## config.mk

```make
export PLATFORM = sky130hd
export DESIGN_NAME = des_round_sequencer
export DESIGN_NICKNAME = d
export VERILOG_FILES = /design/src/rtl/des_round_sequencer.sv
export SDC_FILE = /design/constraint.sdc
export NUM_CORES = 1
export LEC_CHECK = 0
export CAP_MARGIN = 20
export CORE_ASPECT_RATIO = 0.75
export CORE_UTILIZATION = 45
export DETAILED_ROUTE_END_ITERATION = 7
export HOLD_SLACK_MARGIN = 0.12
export PLACE_DENSITY = 0.91
export SLEW_MARGIN = 10
export SYNTH_ARGS = -nofsm -noshare
export SYNTH_HDL_FRONTEND = slang
export SYNTH_SLANG_ARGS = --single-unit
```

## constraint.sdc

```tcl
create_clock -name clk -period 4.6 [get_ports clk]
set_input_delay 1.38 -clock clk [delete_from_list [all_inputs] [get_ports clk]]
set_output_delay 1.38 -clock clk [all_outputs]
set_load 0.02 [all_outputs]
```

## src/rtl/des_round_sequencer.sv

```systemverilog
// Iterative DES round sequencer: holds L/R and C/D, one round per cycle; f-function and PC-2 are external.
// Optional abort input is compiled in when DES_ABORT_EN is defined.
module des_round_sequencer (
  input  logic        clk,
  input  logic        rst,
  input  logic        in_valid,
  output logic        in_ready,
  input  logic        in_decrypt,
  input  logic [63:0] in_block,
  input  logic [55:0] in_cd,
  output logic [31:0] f_r,
  output logic [55:0] f_cd,
  input  logic [31:0] f_result,
  output logic        out_valid,
  input  logic        out_ready,
  output logic [63:0] out_block,
  output logic [3:0]  round
`ifdef DES_ABORT_EN
  ,
  input  logic        abort
`endif
);

  localparam int unsigned HALF_W = 32;
  localparam int unsigned KEY_W  = 28;
  localparam int unsigned RND_W  = 4;

  typedef enum logic [1:0] {IDLE, ROUND, DONE} state_e;

  state_e             state_q, state_d;
  logic [HALF_W-1:0]  l_q, l_d, r_q, r_d;
  logic [KEY_W-1:0]   c_q, c_d, d_q, d_d;
  logic [RND_W-1:0]   round_q, round_d;
  logic               dec_q, dec_d;
  logic               in_ready_q, in_ready_d;
  logic               out_valid_q, out_valid_d;
  logic               single_shift;
  logic               abort_hit;

  // Rotate a 28-bit key half by one or two places in either direction.
  function automatic logic [KEY_W-1:0] rot(input logic [KEY_W-1:0] x, input logic right,
                                           input logic one);
    if (right) return one ? {x[0], x[KEY_W-1:1]} : {x[1:0], x[KEY_W-1:2]};
    return one ? {x[KEY_W-2:0], x[KEY_W-1]} : {x[KEY_W-3:0], x[KEY_W-1:KEY_W-2]};
  endfunction

  // Single-place shift before rounds 1, 8, 15; the extra one after round 15 restores the loaded C/D.
  assign single_shift = (round_q == RND_W'(0)) || (round_q == RND_W'(7)) ||
                        (round_q == RND_W'(14)) || (round_q == RND_W'(15));

`ifdef DES_ABORT_EN
  assign abort_hit = abort && (state_q != IDLE);
`else
  assign abort_hit = 1'b0;
`endif

  always_comb begin
    state_d     = state_q;
    l_d         = l_q;
    r_d         = r_q;
    c_d         = c_q;
    d_d         = d_q;
    round_d     = round_q;
    dec_d       = dec_q;
    in_ready_d  = in_ready_q;
    out_valid_d = out_valid_q;
    case (state_q)
      IDLE: begin
        if (in_valid) begin
          state_d    = ROUND;
          l_d        = in_block[63:32];
          r_d        = in_block[31:0];
          dec_d      = in_decrypt;
          round_d    = '0;
          c_d        = in_decrypt ? in_cd[55:28] : rot(in_cd[55:28], 1'b0, 1'b1);
          d_d        = in_decrypt ? in_cd[27:0]  : rot(in_cd[27:0],  1'b0, 1'b1);
          in_ready_d = 1'b0;
        end
      end
      ROUND: begin
        l_d     = r_q;
        r_d     = l_q ^ f_result;
        round_d = round_q + RND_W'(1);
        c_d     = rot(c_q, dec_q, single_shift);
        d_d     = rot(d_q, dec_q, single_shift);
        if (round_q == RND_W'(15)) begin
          state_d     = DONE;
          out_valid_d = 1'b1;
        end
      end
      DONE: begin
        if (out_ready) begin
          state_d     = IDLE;
          out_valid_d = 1'b0;
          in_ready_d  = 1'b1;
        end
      end
      default: state_d = IDLE;
    endcase
    if (abort_hit) begin
      state_d     = IDLE;
      l_d         = '0;
      r_d         = '0;
      c_d         = '0;
      d_d         = '0;
      round_d     = '0;
      dec_d       = 1'b0;
      in_ready_d  = 1'b1;
      out_valid_d = 1'b0;
    end
  end

  always_ff @(posedge clk) begin
    if (rst) begin
      state_q     <= IDLE;
      l_q         <= '0;
      r_q         <= '0;
      c_q         <= '0;
      d_q         <= '0;
      round_q     <= '0;
      dec_q       <= 1'b0;
      in_ready_q  <= 1'b1;
      out_valid_q <= 1'b0;
    end else begin
      state_q     <= state_d;
      l_q         <= l_d;
      r_q         <= r_d;
      c_q         <= c_d;
      d_q         <= d_d;
      round_q     <= round_d;
      dec_q       <= dec_d;
      in_ready_q  <= in_ready_d;
      out_valid_q <= out_valid_d;
    end
  end

  assign in_ready  = in_ready_q;
  assign out_valid = out_valid_q;
  assign out_block = {r_q, l_q};
  assign round     = round_q;
  assign f_r       = r_q;
  assign f_cd      = {c_q, d_q};

endmodule

```

Word level (Yosys, flattened, before mapping)
Index checks and enable logic that the tools add are counted.
{"block": "classes", "add_sub_neg": 1, "n_eq_ne": 8, "muxes": 32, "bitwise": 1, "n_reduce_logical": 13}
{"op": "two-way mux 28 bit", "count": 12}
{"op": "one-hot mux 32 bit (2 select lines)", "count": 2}
{"op": "one-hot mux 28 bit (2 select lines)", "count": 2}
{"op": "two-way mux 32 bit", "count": 2}
{"op": "XOR 32 bit", "count": 1}
{"op": "AND reduction 3 bit", "count": 3}
{"op": "== test 4 bit (second input constant)", "count": 2}
{"op": "one-hot mux 4 bit (2 select lines)", "count": 1}
{"op": "two-way mux 1 bit", "count": 6}
{"op": "two-way mux 2 bit", "count": 3}
{"op": "inequality test 2 bit (second input constant)", "count": 3}
{"op": "one-hot mux 2 bit (3 select lines)", "count": 1}
{"op": "nonzero test 2 bit", "count": 3}
{"op": "adder 4 x 1 -> 4 bit (second input constant)", "count": 1}
{"op": "== test 4 x 3 -> 1 bit (second input constant)", "count": 1}
{"op": "logical NOT 4 bit", "count": 1}
{"op": "two-way mux 4 bit", "count": 1}
{"op": "one-hot mux 1 bit (2 select lines)", "count": 2}
{"op": "AND reduction 2 bit", "count": 2}
{"op": "logical OR 1 bit", "count": 3}
{"op": "== test 2 x 1 -> 1 bit (second input constant)", "count": 1}
{"op": "== test 2 bit (second input constant)", "count": 1}
{"op": "logical NOT 2 bit", "count": 1}
{"block": "word_totals", "register_bits": 129, "inputBits": 157}

Longest topological paths before layout
{"block": "logic_depth", "ltp_word": 8, "depth_mapped": 9, "depth_no_buf": 6}

Least setup slack after synthesis
OpenSTA, ideal clock, no wires.
{"block": "synth_timing", "path_type": "input to register", "from": "in in_valid", "to": "reg c_q[5]", "setup_ns": 0.116, "arrival_time_ns": 2.408, "t_required_ns": 4.484, "slack_ns": 2.076, "cell_stages": 6, "path_buffers": 3, "path_cell_list": "nor3b_1 > buf_2 > buf_2 > buf_1 > a211oi_1 > o211a_1"}
{"block": "synth_via", "elab_chain_cells": 2}
{"item": "start, declared", "line": "6", "rtl": "input logic in_valid,"}
{"item": "inequality test 2 bit (no line)"}
{"item": "AND reduction 2 bit (no line)"}
{"item": "end signal, assigned", "line": "118", "rtl": "c_q <= '0;"}
{"item": "end signal, assigned", "line": "128", "rtl": "c_q <= c_d;"}
{"item": "end, declared", "line": "32", "rtl": "logic [KEY_W-1:0] c_q, c_d, d_q, d_d;"}
No other way between the ends.
A chain may end at the register's enable or synchronous reset.

Final worst setup path
{"block": "layout_timing", "from": "reg round_q[2] (netlist: round[2])", "to": "out round[2]"}
{"item": "start, declared", "line": "33", "rtl": "logic [RND_W-1:0] round_q, round_d;"}
{"item": "start signal, assigned", "line": "130", "rtl": "round_q <= round_d;"}
{"item": "end, declared", "line": "17", "rtl": "output logic [3:0] round"}
No word-level cell between the ends.

==> impl_metrics.toml <==
[clocking]
root_buffer = "clkbuf_16"
clock-sinks = 129
worstSkewPairLatency_ns = 0.41
clk_pin_slew_worst_paths_ns = 0.06
post_cts_buffers = 0
cts_buffers = 17
cts_resized = 0
cts.htree.levels = 4
ctsHoldBuffers = 0
cts_tree = "yes"
clock_path_buffers = 2

[critical_path]
slowest_stage = "clkdlybuf4s50_1"
path_cells = "clkdlybuf4s50_1"
reg2reg_depth = 7
timing.rr.start = "round[0]$_SDFFE_PP0P_"
path_buf_inv = 1
critPathKind = "flop to output pin"
cp-end-kind = "output pin"
cp.arrival_ns = 1.78
worstPathRequired_ns = 3.22
ff2ff_setup_slack_ns = 1.83
startpoint_type = "flop"
crit_family = "buffers and inverters"
max_stage_delay_ns = 0.75
reg2reg_to = "d_q[3]$_SDFFE_PP0P_"
crit_path_max_fanout = 9

[placed_design]
place_congestion = 0.877
dp.cells = 1438
hpwl_um = 19400
port_buffers = 314
placed_area_sq_um = 11200

[sta]
min_period_over_period_pct = 68.7
setup_tns_ns = 0
rsz0062_at_grt = "false"
finalHoldViolations = 0
setup_viol = 0
worst_slew_pin_slew_ns = 1.04
relSlewSlack_pct = 31.0
max_freq_mhz = 316
maxSlewViolCount = 0
whs_ns = 0.519
finClkSkew_ns = 0.00745
post-route-min-period_ns = 3.16

[yosys]
postSynthAreaPerCell_sq_um = 8.38
synthArstFlopShare_pct = 0
synth_top_area_share_pct = 30.8
synth_top_family_by_area = "compound AO/OA/AOI/OAI gates"
synth_xor_area_share_pct = 3.34
synth_top_cells_by_count = "nor2_1, dfxtp_1, a211oi_1, mux2i_1, o211ai_1"
muxShareOfSynthArea_pct = 11.1
synth_area_leaders = "dfxtp_1, mux2i_1, a211oi_1"
yosysWarningCount = 0
synth_compound_area_share_pct = 29.1
synth_edf_count = 0
synth_cell_type_count = 44
syn_area_sq_um = 8390
ys_seq_area_share_pct = 30.8
ys_ff_latch = 129
synth_fp_nets = 1162
ys.flop_type = "dfxtp_1"
yosysMostFrequentCell = "nor2_1"
synth_fa_ha_area_share_pct = 0.447
yosys.area.top_type = "dfxtp_1"
synthCells = 1002
synthSimpleGateAreaFrac_pct = 14.2

[floorplan]
fp-row-count = 42
die_h_um = 120
dieArea_sq_um = 19200
fp.dieW_um = 160
core_sq_um = 18000
ios = 315
initial_core_util_pct = 46.7

[final_layout]
num-fill-cells = 1482
syn_to_final_growth_pct = 40.8
post-route-util_pct = 65.7
drive_above_1_share_pct = 4.97
finalInstanceArea_sq_um = 11800
fin_nets = 1376
instances_no_fill = 1471

[drt]
ant_nets = 0
drtIter0Drc = 968
viasPerCell = 6.01
vias = 8843
routed_wl_um = 28700
drc = 0
drt_pass1_iterations = 6
routedWlPerCell_um = 19.5

[worst_hold_path]
whs_path_depth = 2
hold_class = "flop to flop"
min-delay-start = "out_valid$_SDFFE_PP0P_"
min_to = "out_valid$_SDFFE_PP0P_"

[global_route]
grt_max_degree = 132
gr-total-overflow = 0
grt_pass1_wl_um = 44400
grt_usage_pct = 28.7
antenna_found_initial = 1
grt_pass1_vias = 8168

[run]
maxCapViolations = 0

[power_and_ir_drop]
total_leakage_power_nw = 4.55
ir_drop_mv = 0.210
p_per_area_nw_per_um2 = 332

[status]
outcome = "finished clean"
[cells in the final DEF (no fill, tap or decap), types with 4 or more instances in the layout]
cell type        Yosys  final
dfxtp_1            129    129
o21ai_0              6      6
o211ai_1            63     63
buf_4               38     10
nand3_1              6      6
clkinv_2             0      4
o311a_1             12     12
a221oi_1            34     34
clkinvlp_4           0      4
clkbuf_16            0     17
a21o_1               5      5
a211oi_1            94     94
nand2_1             34     34
a211o_1             16     16
a32oi_1              4      4
mux2i_1             93     93
o211a_1             37     37
nor3_1              57     57
a221oi_2             4      4
inv_1               43     43
nor2_1             143    143
a21oi_1             16     16
and2_1              16     16
clkdlybuf4s50_1      0    312
xnor2_1             32     32
[layer usage]
layer | GRT usage [%] | part of all wire [%] | vias up
li1 | - | - | 4110
met1 | 38.3 | 43 | 4180
met2 | 44.7 | 46 | 506
met3 | 7.79 | 9.5 | 47
met4 | 9.74 | 2.0 | 0
met5 | 0 | 0 | -
[per-stage QoR]
step | setup WS [ns] | power (mW)
6_report | 1.44 | 3.93
5_1_grt | 1.28 | 4.08
4_1_cts | 1.43 | 3.92
3_5_place_dp | 1.05 | 2.54
3_3_place_gp | 1.08 | 2.52
2_1_floorplan | 2.08 | 2.06
[area by class of cell]
type	instances	area [sq um]	area share [%]
clock buffers	17	425	3.60
inverters	44	165	1.40
well taps	242	303	2.56
multi-input cells	699	4910	41.5
repair buffers	325	3270	27.6
flip-flops and latches	129	2580	21.9
diodes	1	2.50	0.0212
clock inverters	14	166	1.41
[flip-flops by register name, indices dropped and copies added, names as in the netlist]
register / cells
out_valid: 1
l_q: 32
round: 4
state_q: 2
f_r: 32
c_q: 28
d_q: 28
in_ready: 1
dec_q: 1
[power breakdown]
group          switching, mW  internal (mW)  leakage (nW)  total (mW)
clock                  0.531          0.848         0.281        1.38
combinational          0.608          0.577          3.20        1.18
sequential             0.135           1.23          1.07        1.36
total                   1.27           2.65          4.55        3.93
[cells by family (layout without fill, tap and decap cells)]
group                      count (synthesis)  after routing
AOI/OAI and AO/OA                        300            300
xor gates and xnor gates                  32             32
adders and majority gates                  3              3
buffers and inverters                    174            400
DFF                                      129            129
muxes                                     93             93
other                                      0              1
and+or+nand+nor                          271            271
[how the worst max path moves through the flow]
stage                                     start                     to  slack (ns)  cells past startpoint
after CTS                 round[2]$_SDFFE_PP0P_               round[2]        1.43                      1
final                     round[2]$_SDFFE_PP0P_               round[2]        1.44                      1
after floorplan                        in_valid    c_q[5]$_SDFFE_PP0P_        2.08                      6
after global routing                   in_valid   f_r[20]$_SDFFE_PP0P_        1.28                      6
after detailed placement               in_valid  round[2]$_SDFFE_PP0P_        1.05                      6
after global placement                 in_valid  round[2]$_SDFFE_PP0P_        1.08                      6
Note: power is estimated with default switching activity, not from simulation.
==> variant 1: new RTL, same settings <==
Encoding of `state_e`: now one-hot (3 bits for 3 states).
--- a/src/rtl/des_round_sequencer.sv
+++ b/src/rtl/des_round_sequencer.sv
@@ -27,3 +27,3 @@
 
-  typedef enum logic [1:0] {IDLE, ROUND, DONE} state_e;
+  typedef enum logic [2:0] {IDLE = 3'b001, ROUND = 3'b010, DONE = 3'b100} state_e;
 
Behaviour: no difference found for any inputs over 4 cycles, from zero or initial values and one cycle with rst high; so few cycles prove little.
==> variant 1 against the unedited design <==
- worst setup slack worse by 160 ps
- count of clock-buffer cells in the layout stayed put
- sequential share of layout area is 0.74 points lower
- global-route usage is 2.3 points lower
- clock skew is 2.2 ps higher
- sequential cell count is 1 higher
- synthesized area is 5.1% higher
- total power is 7.0% lower
- combinational power is 21% lower
- cell area is 4.3% higher
- worst hold slack worse by 73 ps
- wire length is 3.4% lower
- register-to-register slack worse by 20 ps
- critical path depth is 5 higher
- largest power group unchanged
==> variant 1: results (changes against the unedited design) <==
MIN PATH
-------------------------------------------------------------------------------------------
Endpoint of the worst hold path ..............................................     in_ready

FINAL LAYOUT
-------------------------------------------------------------------------------------------
Signal inverters .............................................................           59   +34%
Area used by sequential logic in the layout ..................................     2600 um2   +0.78%
Ant. Diodes ..................................................................            0   -1
Final Net Count ..............................................................         1481   +7.6%
Layout cell share with drive strength beyond 1 ...............................        8.32%   +3.4 points
Layout Cell Area excl Fill ...................................................    12300 um2   +4.3%
Multi-input gate area ........................................................     5330 um2   +8.6%
Non-clock buffering overhead in the final layout .............................        26.4%   -1.2 points
Filler cells .................................................................         1534   +3.5%
Final Instance Count excl. Fillers ...........................................         1581   +7.5%

POWER AND IR DROP
-------------------------------------------------------------------------------------------
Combinational group power ....................................................     0.927 mW   -21%
Static Leakage ...............................................................      5.07 nW   +12%

GLOBAL ROUTING
-------------------------------------------------------------------------------------------
Vias in the first global route ...............................................         8500   +4.1%
Largest net degree at the start of global routing ............................          117   -11%
Overall Global Routing Usage .................................................        26.4%   -2.3 points

SYNTHESIS
-------------------------------------------------------------------------------------------
Largest cells by area after synthesis ........................................ sky130_fd_sc_hd__dfxtp_1, sky130_fd_sc_hd__mux2i_1, sky130_fd_sc_hd__nand2_1, sky130_fd_sc_hd__a311oi_1, sky130_fd_sc_hd__mux2_2
Number of register bits inferred by synthesis ................................          130   +0.78%
Synthesized instance count ...................................................         1107   +10%
Commonest cells post-synth ................................................... sky130_fd_sc_hd__nand2_1, sky130_fd_sc_hd__dfxtp_1, sky130_fd_sc_hd__mux2i_1, sky130_fd_sc_hd__nor2_1, sky130_fd_sc_hd__a311oi_1
Adder and majority cell fraction of the synthesized area .....................       0.426%   -0.022 points
Library cells used by synthesis ..............................................           36   -18%

DRT
-------------------------------------------------------------------------------------------
Number of design-rule violations left by the first detailed-router iteration .          827   -15%

SETUP PATH
-------------------------------------------------------------------------------------------
Kind of cell with the highest combined delay on the critical path ............ simple AND/OR/NAND/NOR gates

PLACEMENT
-------------------------------------------------------------------------------------------
Placed wire-length estimate after detailed placement .........................     19400 um   about the same

RUN STATUS
-------------------------------------------------------------------------------------------
Run status ................................................................... finished, final reports clean

variant 1: changes by cell type in the layout (fill, tap and decap cells not counted), sizes merged, moves of 19 or more:
cell / unedited run / this run
mux2i: 93 / 128
a21o: 5 / 42
mux2: 0 / 40
nand3: 6 / 42
nor2: 145 / 91
and2: 19 / 0
xor2: 0 / 32
a221oi: 38 / 0
nand2: 34 / 174
o211a: 37 / 0
a311oi: 0 / 64
xnor2: 32 / 0
a211oi: 95 / 0
variant 1: worst max path at each step:
stage	depth (start not counted)	slack, ps	end	start
after floorplan	7	1990	c_q[18]	in_decrypt
after global placement	6	980	c_q[9]	rst
after detailed placement	6	890	c_q[27]	rst
after CTS	6	1290	c_q[4]	rst
after global routing	6	1150	c_q[4]	rst
final	6	1280	c_q[4]	rst
variant 1: routing by layer:
metal | global-route usage [%] | wire length [um]
met1 | 34.7 | 12000
met2 | 43.5 | 13100
met3 | 4.96 | 2010
met4 | 9.38 | 591
met5 | 0 | 0
==> variant 2: new RTL, same flow settings <==
Made on the original files. Build with the macro `DES_ABORT_EN` defined.
--- a/src/rtl/des_round_sequencer.sv
+++ b/src/rtl/des_round_sequencer.sv
@@ -2,2 +2,4 @@
 // Optional abort input is compiled in when DES_ABORT_EN is defined.
+`define DES_ABORT_EN
+
 module des_round_sequencer (
Interface: changed (added abort); port bits go from 315 to 316. No check against the original RTL was run, so the function may have changed too.
==> variant 2 against the unedited design <==
- count of clock-buffer cells in the layout grew 1
- via count grew 2.1%
- die area shrank 2.7%
- combinational power grew 3%
- sequential cell count is the same
- worst hold slack lost 24 ps
- total power grew 3.3%
- cell area shrank 1.2%
- synthesized cell count grew 4.6%
- worst setup slack lost 210 ps
- clock skew grew 2.4 ps
- synthesized area shrank 2.8%
- wire length shrank 3.4%
- sequential share of layout area grew 0.28 points
==> variant 2: results (changes against the unedited design) <==
GLOBAL ROUTING
-------------------------------------------------------------------------------------------
Vias in the first global route ...............................................         8408   +2.9%
Met3 track demand over resource in global routing ............................        7.74%   -0.050 points
Global-route wire length before repair .......................................     42900 um   -3.3%
Routing usage on met1 ........................................................        36.7%   -1.6 points
Overall Global Routing Usage .................................................        28.6%   -0.13 points
Number of antenna violations at the first check in global routing ............            0   -1
Met2 track demand over resource in global routing ............................        45.8%   +1.1 points

DRT
-------------------------------------------------------------------------------------------
Average detailed-routed wire length per instance .............................      18.4 um   -5.9%
Number of iterations in the first detailed-routing pass ......................            5   -1
Number of design-rule violations left by the first detailed-router iteration .         1042   +7.6%
Average vias per placed instance .............................................         5.98   -0.57%
Total length of routed wires .................................................     27700 um   -3.4%

PLACEMENT
-------------------------------------------------------------------------------------------
Placed wire-length estimate after detailed placement .........................     18100 um   -7.1%
Worst slack after detailed placement .........................................      1260 ps   +210 ps
Cell Count Post-Placement ....................................................         1477   +2.7%
Port Buf Inserts .............................................................          315   +0.32%
Area of placed instances .....................................................    11000 um2   -1.5%

POWER AND IR DROP
-------------------------------------------------------------------------------------------
Clock distribution power .....................................................      1.42 mW   +3%
Internal portion of total power ..............................................      2.72 mW   +2.6%
Static Leakage ...............................................................      4.12 nW   -9.5%

SYNTHESIS
-------------------------------------------------------------------------------------------
Post-synthesis mux area share ................................................        7.60%   -3.5 points
Commonest cells post-synth ................................................... sky130_fd_sc_hd__nand2_1, sky130_fd_sc_hd__a211oi_1, sky130_fd_sc_hd__dfxtp_1, sky130_fd_sc_hd__nor2_1, sky130_fd_sc_hd__mux2i_1
Xor/xnor share of the synthesized area .......................................        3.43%   +0.095 points
Seq/Total Area, Yosys ........................................................        31.6%   +0.87 points
Library cells used by synthesis ..............................................           33   -25%
Share of the synthesized area in compound gates (AO/OA/AOI/OAI) ..............        30.6%   +1.5 points
Total nets after synthesis ...................................................         1209   +4.0%

SETUP PATH
-------------------------------------------------------------------------------------------
Maximum fanout count along the critical path .................................           49   +40

FINAL LAYOUT
-------------------------------------------------------------------------------------------
Final Net Count ..............................................................         1416   +2.9%
Layout cell share with drive strength beyond 1 ...............................        4.81%   -0.16 points
Ant. Diodes ..................................................................            0   -1

STA
-------------------------------------------------------------------------------------------
Largest clock skew in the final design .......................................      9.84 ps   +2.39 ps

RUN STATUS
-------------------------------------------------------------------------------------------
Run status ................................................................... finished, final reports clean

[variant 2: cell types whose count changed after synthesis, sizes merged, moves of 16 or more]
cell    change
nor2       -26
a21oi      +34
a211o      -16
clkbuf     +16
nand2     +145
and2       -18
o211ai     -64
a211oi     +43
o211a      -37
o311ai     +56
mux2i      -31
nor3       -57
a311oi     +34
[variant 2: path summary, 6_finish.rpt]
check | startpoint | end | slack, ps | depth (start not counted)
max | round[2] | round[2] | 1230 | 2
min | in_ready | in_ready | 490 | 2
max reg2reg | state_q[0] | c_q[14] | 1680 | 4
min reg2reg | in_ready | in_ready | 490 | 2
[variant 2: layout make-up]
class	instances	area (um2)
inverters	44	165
flip-flops and latches	129	2580
multi-input cells	736	4730
clock inverters	14	190
well taps	242	303
clock buffers	18	429
repair buffers	327	3270
fillers	1419	6040
[variant 2: kinds of logic after synthesis]
kind of cell / Yosys count
buffers and inverters: 183
AOI/OAI and AO/OA: 325
DFF: 129
muxes: 62
adders and majority gates: 3
and+or+nand+nor: 314
xor gates and xnor gates: 32
[variant 2: layer usage]
layer / share of wire (%) / vias to the layer above
met5: 0 / -
met4: 2.3 / 0
met3: 10 / 59
met2: 47 / 505
met1: 41 / 4230
li1: - / 4232
[variant 2: stage by stage]
stage / power (mW) / utilization [%]
floorplan: 2.10 / -
global placement: 2.60 / 62.3
detailed placement: 2.63 / 62.3
CTS: 4.06 / 65.7
global route: 4.21 / 65.9
finish: 4.06 / 65.9
[variant 2: critical path, stage by stage (launching register included)]
cell,delay [ps]
sky130_fd_sc_hd__dfxtp_2,340
sky130_fd_sc_hd__buf_4,500
sky130_fd_sc_hd__clkdlybuf4s50_1,720
